==> config.mk <==
export PLATFORM = sky130hd
export DESIGN_NAME = musb_pipe_stage_register_flat
export DESIGN_NICKNAME = d
export VERILOG_FILES = /design/src/rtl/musb_pipe_stage_register_pkg.sv /design/src/rtl/musb_pipe_stage_register_if.sv /design/src/rtl/musb_pipe_skid_slot.sv /design/src/rtl/musb_pipe_stage_register.sv /design/src/flat_wrapper.sv
export SDC_FILE = /design/constraint.sdc
export NUM_CORES = 1
export LEC_CHECK = 0
export CAP_MARGIN = 25
export CORE_MARGIN = 1.5
export CORE_UTILIZATION = 45
export CTS_BUF_LIST = sky130_fd_sc_hd__clkbuf_16
export CTS_CLUSTER_DIAMETER = 200
export DETAILED_ROUTE_END_ITERATION = 8
export GPL_TIMING_DRIVEN = 0
export PLACE_DENSITY = 0.84
export SLEW_MARGIN = 20
export SYNTH_ARGS = -nofsm -noshare
export SYNTH_HDL_FRONTEND = slang
export SYNTH_SLANG_ARGS = --single-unit
==> constraint.sdc <==
create_clock -name clk -period 3.24 [get_ports clk]
set_input_delay 0.648 -clock clk [delete_from_list [all_inputs] [get_ports clk]]
set_output_delay 0.648 -clock clk [all_outputs]
set_load 0.02 [all_outputs]
==> src/rtl/musb_pipe_stage_register_pkg.sv <==
// Shared definitions for the MUSB pipeline stage register: state encodings,
// main-slot source selection and per-stage control bubble constants.
package musb_pipe_stage_register_pkg;

    typedef enum logic [1:0] {
        ST_EMPTY = 2'd0,
        ST_ONE   = 2'd1,
        ST_TWO   = 2'd2
    } stage_state_t;

    typedef enum logic [1:0] {
        MAIN_HOLD      = 2'd0,
        MAIN_FROM_IN   = 2'd1,
        MAIN_FROM_SKID = 2'd2
    } main_src_t;

    typedef enum logic [2:0] {
        STAGE_IF  = 3'd0,
        STAGE_ID  = 3'd1,
        STAGE_EX  = 3'd2,
        STAGE_MEM = 3'd3,
        STAGE_WB  = 3'd4
    } pipe_stage_t;

    localparam int unsigned PIPE_CTRL_W = 8;

    // Every stage currently idles with all control bits cleared; kept per stage
    // so a stage that needs a non-zero bubble only has to change here.
    function automatic logic [PIPE_CTRL_W-1:0] ctrl_bubble(pipe_stage_t stage);
        logic [PIPE_CTRL_W-1:0] value;
        value = '0;
        case (stage)
            STAGE_IF:  value = 8'h00;
            STAGE_ID:  value = 8'h00;
            STAGE_EX:  value = 8'h00;
            STAGE_MEM: value = 8'h00;
            STAGE_WB:  value = 8'h00;
            default:   value = '0;
        endcase
        return value;
    endfunction

    function automatic logic [1:0] state_level(stage_state_t state);
        return 2'(state);
    endfunction

    function automatic logic state_ready(stage_state_t state);
        return state != ST_TWO;
    endfunction

endpackage

==> src/rtl/musb_pipe_stage_register_if.sv <==
// Upstream/downstream handshake bundle of one pipeline stage register.
// slave: the stage itself; master: the surrounding pipeline (or a bench).
interface musb_pipe_stage_register_if #(
    parameter int unsigned DATA_W = 32,
    parameter int unsigned CTRL_W = 8
);
    logic              in_valid;
    logic              in_ready;
    logic [CTRL_W-1:0] in_ctrl;
    logic [DATA_W-1:0] in_data;
    logic              out_valid;
    logic              out_ready;
    logic [CTRL_W-1:0] out_ctrl;
    logic [DATA_W-1:0] out_data;

    modport slave (
        input  in_valid,
        output in_ready,
        input  in_ctrl,
        input  in_data,
        output out_valid,
        input  out_ready,
        output out_ctrl,
        output out_data
    );

    modport master (
        output in_valid,
        input  in_ready,
        output in_ctrl,
        output in_data,
        input  out_valid,
        output out_ready,
        input  out_ctrl,
        input  out_data
    );
endinterface

==> src/rtl/musb_pipe_skid_slot.sv <==
// Load-enable holding register for the second (skid) entry of a stage register.
module musb_pipe_skid_slot #(
    parameter int unsigned W = 40
) (
    input  logic         clk,
    input  logic         rst,
    input  logic         load,
    input  logic [W-1:0] d,
    output logic [W-1:0] q
);

    always_ff @(posedge clk or negedge rst) begin
        if (!rst) begin
            q <= '0;
        end else if (load) begin
            q <= d;
        end
    end

endmodule

==> src/rtl/musb_pipe_stage_register.sv <==
// Two-entry pipeline stage register: main slot drives the outputs, a skid slot
// absorbs one extra entry so in_ready can be a plain flop.
module musb_pipe_stage_register
    import musb_pipe_stage_register_pkg::*;
#(
    parameter int unsigned       DATA_W      = 32,
    parameter int unsigned       CTRL_W      = 8,
    parameter logic [CTRL_W-1:0] CTRL_BUBBLE = '0
) (
    input  logic                          clk,
    input  logic                          rst,
    input  logic                          flush,
    musb_pipe_stage_register_if.slave     bus,
    output logic [1:0]                    level
);

    stage_state_t      state;
    stage_state_t      state_nx;
    main_src_t         main_src;
    logic              skid_load;
    logic              in_ready_q;
    logic              out_valid;
    logic              accept;
    logic              deliver;
    logic [CTRL_W-1:0] main_ctrl;
    logic [DATA_W-1:0] main_data;
    logic [CTRL_W-1:0] skid_ctrl;
    logic [DATA_W-1:0] skid_data;

    assign out_valid = (state != ST_EMPTY);
    assign accept    = bus.in_valid & in_ready_q;
    assign deliver   = out_valid & bus.out_ready;

    always_comb begin
        state_nx  = state;
        main_src  = MAIN_HOLD;
        skid_load = 1'b0;
        if (flush) begin
            state_nx = ST_EMPTY;
        end else begin
            unique case (state)
                ST_EMPTY: begin
                    if (accept) begin
                        state_nx = ST_ONE;
                        main_src = MAIN_FROM_IN;
                    end
                end
                ST_ONE: begin
                    case ({accept, deliver})
                        2'b11: main_src = MAIN_FROM_IN;
                        2'b10: begin
                            state_nx  = ST_TWO;
                            skid_load = 1'b1;
                        end
                        2'b01: state_nx = ST_EMPTY;
                        default: state_nx = ST_ONE;
                    endcase
                end
                ST_TWO: begin
                    if (deliver) begin
                        state_nx = ST_ONE;
                        main_src = MAIN_FROM_SKID;
                    end
                end
                default: state_nx = ST_EMPTY;
            endcase
        end
    end

    // in_ready is registered from the next state, so it never sees out_ready
    // combinationally; TWO is the only state that refuses input.
    always_ff @(posedge clk or negedge rst) begin
        if (!rst) begin
            state      <= ST_EMPTY;
            in_ready_q <= 1'b1;
        end else begin
            state      <= state_nx;
            in_ready_q <= state_ready(state_nx);
        end
    end

    always_ff @(posedge clk or negedge rst) begin
        if (!rst) begin
            main_ctrl <= '0;
            main_data <= '0;
        end else begin
            case (main_src)
                MAIN_FROM_IN: begin
                    main_ctrl <= bus.in_ctrl;
                    main_data <= bus.in_data;
                end
                MAIN_FROM_SKID: begin
                    main_ctrl <= skid_ctrl;
                    main_data <= skid_data;
                end
                default: begin
                    main_ctrl <= main_ctrl;
                    main_data <= main_data;
                end
            endcase
        end
    end

    musb_pipe_skid_slot #(
        .W(CTRL_W + DATA_W)
    ) u_skid (
        .clk  (clk),
        .rst  (rst),
        .load (skid_load),
        .d    ({bus.in_ctrl, bus.in_data}),
        .q    ({skid_ctrl, skid_data})
    );

    // Payload is left in place when idle; only the control field is masked.
    assign bus.in_ready  = in_ready_q;
    assign bus.out_valid = out_valid;
    assign bus.out_ctrl  = out_valid ? main_ctrl : CTRL_BUBBLE;
    assign bus.out_data  = main_data;
    assign level         = state_level(state);

endmodule
==> src/flat_wrapper.sv <==
// flat-port wrapper written by rule: the top's interface ports become plain ports
module musb_pipe_stage_register_flat import musb_pipe_stage_register_pkg::*;
#(
    parameter int unsigned       DATA_W      = 32,
    parameter int unsigned       CTRL_W      = 8,
    parameter logic [CTRL_W-1:0] CTRL_BUBBLE = '0
)
  (clk, rst, flush, level, bus_in_valid, bus_in_ready, bus_in_ctrl, bus_in_data, bus_out_valid, bus_out_ready, bus_out_ctrl, bus_out_data);
  musb_pipe_stage_register_if #(.DATA_W(DATA_W), .CTRL_W(CTRL_W)) bus_i ();
  input  logic clk;
  input  logic rst;
  input  logic flush;
  output logic [1:0] level;
  input wire logic [$bits(bus_i.in_valid)-1:0] bus_in_valid;
  output wire logic [$bits(bus_i.in_ready)-1:0] bus_in_ready;
  input wire logic [$bits(bus_i.in_ctrl)-1:0] bus_in_ctrl;
  input wire logic [$bits(bus_i.in_data)-1:0] bus_in_data;
  output wire logic [$bits(bus_i.out_valid)-1:0] bus_out_valid;
  input wire logic [$bits(bus_i.out_ready)-1:0] bus_out_ready;
  output wire logic [$bits(bus_i.out_ctrl)-1:0] bus_out_ctrl;
  output wire logic [$bits(bus_i.out_data)-1:0] bus_out_data;
  assign bus_i.in_valid = bus_in_valid;
  assign bus_in_ready = bus_i.in_ready;
  assign bus_i.in_ctrl = bus_in_ctrl;
  assign bus_i.in_data = bus_in_data;
  assign bus_out_valid = bus_i.out_valid;
  assign bus_i.out_ready = bus_out_ready;
  assign bus_out_ctrl = bus_i.out_ctrl;
  assign bus_out_data = bus_i.out_data;
  musb_pipe_stage_register #(.DATA_W(DATA_W), .CTRL_W(CTRL_W), .CTRL_BUBBLE(CTRL_BUBBLE)) u_core (.clk(clk), .rst(rst), .flush(flush), .bus(bus_i), .level(level));
endmodule
==> results.txt <==
The flow ran to the end, and the final reports show no timing, DRC or antenna violations. The design draws 3.22 mW. The clock sink count came out at 83. Measured against its own limit, the worst slew margin works out to 55.8%. The endpoint arrival time on the critical path came out at 2.04 ns.

On the critical path, the stage with the largest delay is an instance of clkdlybuf4s50_1. The reg-to-reg critical path startpoint is u_core.level[0]$_DFF_PN0_. The final-stage net count came out at 435. The number of global-route vias before repair came to 2714. The final setup slack of the worst path is 0.557 ns.

The port buffer count came out at 88. The number of max-slew violations in the final report is 0. The transition time at the pin with the least slew margin came out at 0.660 ns.

In the global route stage, overall resource usage came out at 19.3%. The top-level I/O count is 89. The area of the die is 8560 sq um. The upper clock frequency limit is 0.373 GHz. In the final layout, the multi-input gates occupy 1420 sq um. The gate count after technology mapping came out at 288. The area growth from synthesis to layout is 36.3%.

The pre-CTS worst setup slack is 0.391 ns. The pin count of the biggest net entering global routing is 45. The number of antenna violations at the first check in global routing is 0. The share of the clock period used by the worst path after layout came out at 82.8%.

The largest voltage drop on the vdd net is 0.000378 V. The number of buffers created by CTS is 9. The number of placement rows came out at 32.

After synthesis, the largest area contributor takes up 56.9% of total cell area. The routability-driven placement congestion ratio came out at 0.772. The number of cells after detailed placement came out at 479. The number of logic stages on the critical path including buffering came out at 3. The die is 92.5 microns wide. The worst setup path is launched from a register.

After legalization and detailed placement, the total HPWL measured 5330 microns. The final-report setup violation count came out at 0. The die height came out at 92.5 microns. The clock passes through at most 2 buffers. The max-cap violation count came out at 0. TritonCTS built the clock tree. The deepest level of the CTS H-tree came out at 3. The critical path in this run is classified as reg -> out. The power per standard cell area came out at 654 nW/um^2. The reg2reg setup slack is 0.80 ns. In this run, post-CTS hold repair placed 0 buffers. The biggest area contributor in the post-synthesis netlist is dfrtp_1. The main flop type after synthesis is dfrtp_1. The core region is 7730 sq um. The number of enable-type register cells in the synthesized netlist came out at 0. The unique cell type count in the Yosys netlist came out at 23. Setup repair after global routing left no endpoint under its margin. The clock transition at the register clock pins on the worst setup and hold paths after CTS came out at 0.06 ns. The worst register-to-register path has a depth of 7. Ranked by instance count, the synthesized netlist is headed by 82 x dfrtp_1, 43 x nand2_1, 41 x o21ai_0. The number of nets still failing antenna checks after routing is 0. The average via count per standard cell came out at 5.11. The combined flip-flop and latch cell area is 2080 sq um. After clock tree synthesis, the setup repair step added 0 buffers. The number of remaining DRC errors came out at 0. The number of antenna diodes in the final layout is 0. The area of the mapped netlist came out at 3610 sq um. The hold slack is 0.292 ns. Grouping stages by cell kind, the critical path spends the most delay in simple AND/OR/NAND/NOR gates. The total iterations of the first detailed-routing run is 4.

The count of synthesis-stage warnings from yosys came out at 0. The total wire length came out at 7560 microns. Sorting the synthesized cells by area gives the leading types as dfrtp_1 57%, mux2i_1 11%, mux2_2 9.4%. The classification of the worst-slack hold path is in -> async.

The number of synthesized register bits came out at 83. The initial standard-cell utilization of the core is 46.7%. The maximum fanout encountered on the critical timing path came out at 9. The critical path starts at u_core.level[0]$_DFF_PN0_. The total leakage power is 2.03 nW. The category of the worst setup path capture point is a primary output. The total count of hold-check failures in the final report came to 0. The worst path required time is 2.59 ns.

The total via count after detailed routing is 2522. The number of nets handed over by synthesis was 335. The filler cells instantiated in the layout total 608. Counting both buffers and inverters, the worst setup path holds a total of 1. The number of standard cells in the layout, taps in and fillers out is 494. The final period demand of the worst path came out at 2.68 ns. For this run, the slowest stage of the critical path takes 0.57 ns. Yosys instantiated no cell more often than dfrtp_1. For this run the aggregate overflow at the end of global routing stands at 0. The first global-routing pass estimated 12800 microns of wire. Of all flip-flops after synthesis, the portion carrying an async set or reset was 100%. The share of layout cells above drive strength 1 came out at 17.3%. The average wire per cell in the routed design is 15.3 microns.

Clock latency on the worst-skew pair, taken at its later pin, is 0.33 ns. The tree is rooted in a clkbuf_16. The worst clock skew on the final layout is 0.00731 ns. For this block, the initial DRC count from the detailed router was 60. The critical path goes through nor2_1, nor2b_1, clkdlybuf4s50_1.

The share of the Yosys chip area taken by registers is 57.6%. The average instance area after synthesis came out at 12.5 sq um. The count of instances resized after the clock tree is built came out at 0.
logic make-up after synthesis:
family,Yosys count,share of synthesized area [%]
flip-flops,83,57.6
multiplexers,80,24.6
AND/OR/NAND/NOR,59,7.77
AO/OA/AOI/OAI,44,6.28
buffers and inverters,20,3.05
adder cells (fa/ha/maj),2,0.693
sequential cells by signal (all words and copies together), names as in the netlist:
signal / cells
u_core.main_ctrl: 8
u_core.bus.out_data: 32
u_core.u_skid.q: 40
u_core.bus.in_ready: 1
u_core.level: 2
area by class of cell:
| class | count | share of cell area [%] |
|---|---|---|
| Buffer | 18 | 2.09 |
| Clock buffer | 9 | 4.58 |
| Clock inverter | 6 | 1.20 |
| Inverter | 2 | 0.153 |
| Multi-Input combinational cell | 185 | 28.9 |
| Sequential cell | 83 | 42.3 |
| Tap cell | 102 | 2.59 |
| Timing Repair Buffer | 89 | 18.3 |
path summary, 6_finish.rpt:
kind                                                        to
hold reg to reg                u_core.main_ctrl[4]$_DFFE_PN0P_
setup reg to reg                u_core.u_skid.q[7]$_DFFE_PN0P_
min in group clk               u_core.main_ctrl[4]$_DFFE_PN0P_
setup / recovery                               bus_out_ctrl[2]
hold / removal             u_core.bus.out_data[28]$_DFFE_PN0P_
max in group asynchronous        u_core.bus.in_ready$_DFF_PN1_
where the power goes:
| part | internal, mW | switching (mW) |
|---|---|---|
| logic | 0.441 | 0.333 |
| registers | 1.32 | 0.153 |
| clock network | 0.586 | 0.383 |
| total | 2.35 | 0.868 |
worst register-to-register path, delay by kind of cell, from the launching register on:
kind,cells,cell delay (ns)
fa+ha+maj,1,0.14
buf+inv,2,0.35
flops,1,0.44
mux,1,0.35
simple gates,3,1.04
per-layer routing:
metal	wire length, microns	share of wire, %	GRT usage (%)
met5	0	0	0
met4	109	1.4	7.05
met3	331	4.4	4.27
met2	3690	49	32.0
met1	3430	45	24.9
stage by stage:
step	setup TNS [ns]	instance area, sq um	util [%]
3_5_place_dp	0	4630	60.0
6_report	0	4920	63.6
3_3_place_gp	-112.30	4620	59.7
5_1_grt	0	4920	63.6
2_1_floorplan	0	3610	-
4_1_cts	0	4920	63.6
cell usage in the layout (no fill, tap or decap):
master | Yosys | routed
bufinv_16 | 0 | 1
clkinvlp_4 | 0 | 2
dfrtp_1 | 82 | 82
and2_1 | 1 | 1
nand2_1 | 43 | 43
mux2_4 | 10 | 10
nand2b_1 | 1 | 1
nor2_1 | 3 | 3
nor2b_1 | 8 | 8
mux2_2 | 30 | 30
buf_4 | 0 | 1
a21boi_0 | 1 | 1
buf_12 | 0 | 1
clkdlybuf4s50_1 | 0 | 87
inv_1 | 1 | 2
clkinv_2 | 0 | 2
inv_2 | 1 | 1
a31oi_1 | 1 | 1
o21ai_0 | 41 | 41
buf_6 | 4 | 4
nand4b_1 | 1 | 1
dfstp_2 | 1 | 1
buf_2 | 4 | 4
nor4b_4 | 1 | 1
and4bb_2 | 1 | 1
clkbuf_1 | 10 | 10
o211ai_1 | 1 | 1
mux2i_1 | 40 | 40
ha_1 | 2 | 2
clkbuf_16 | 0 | 9
(Power assumes the default switching activity.)
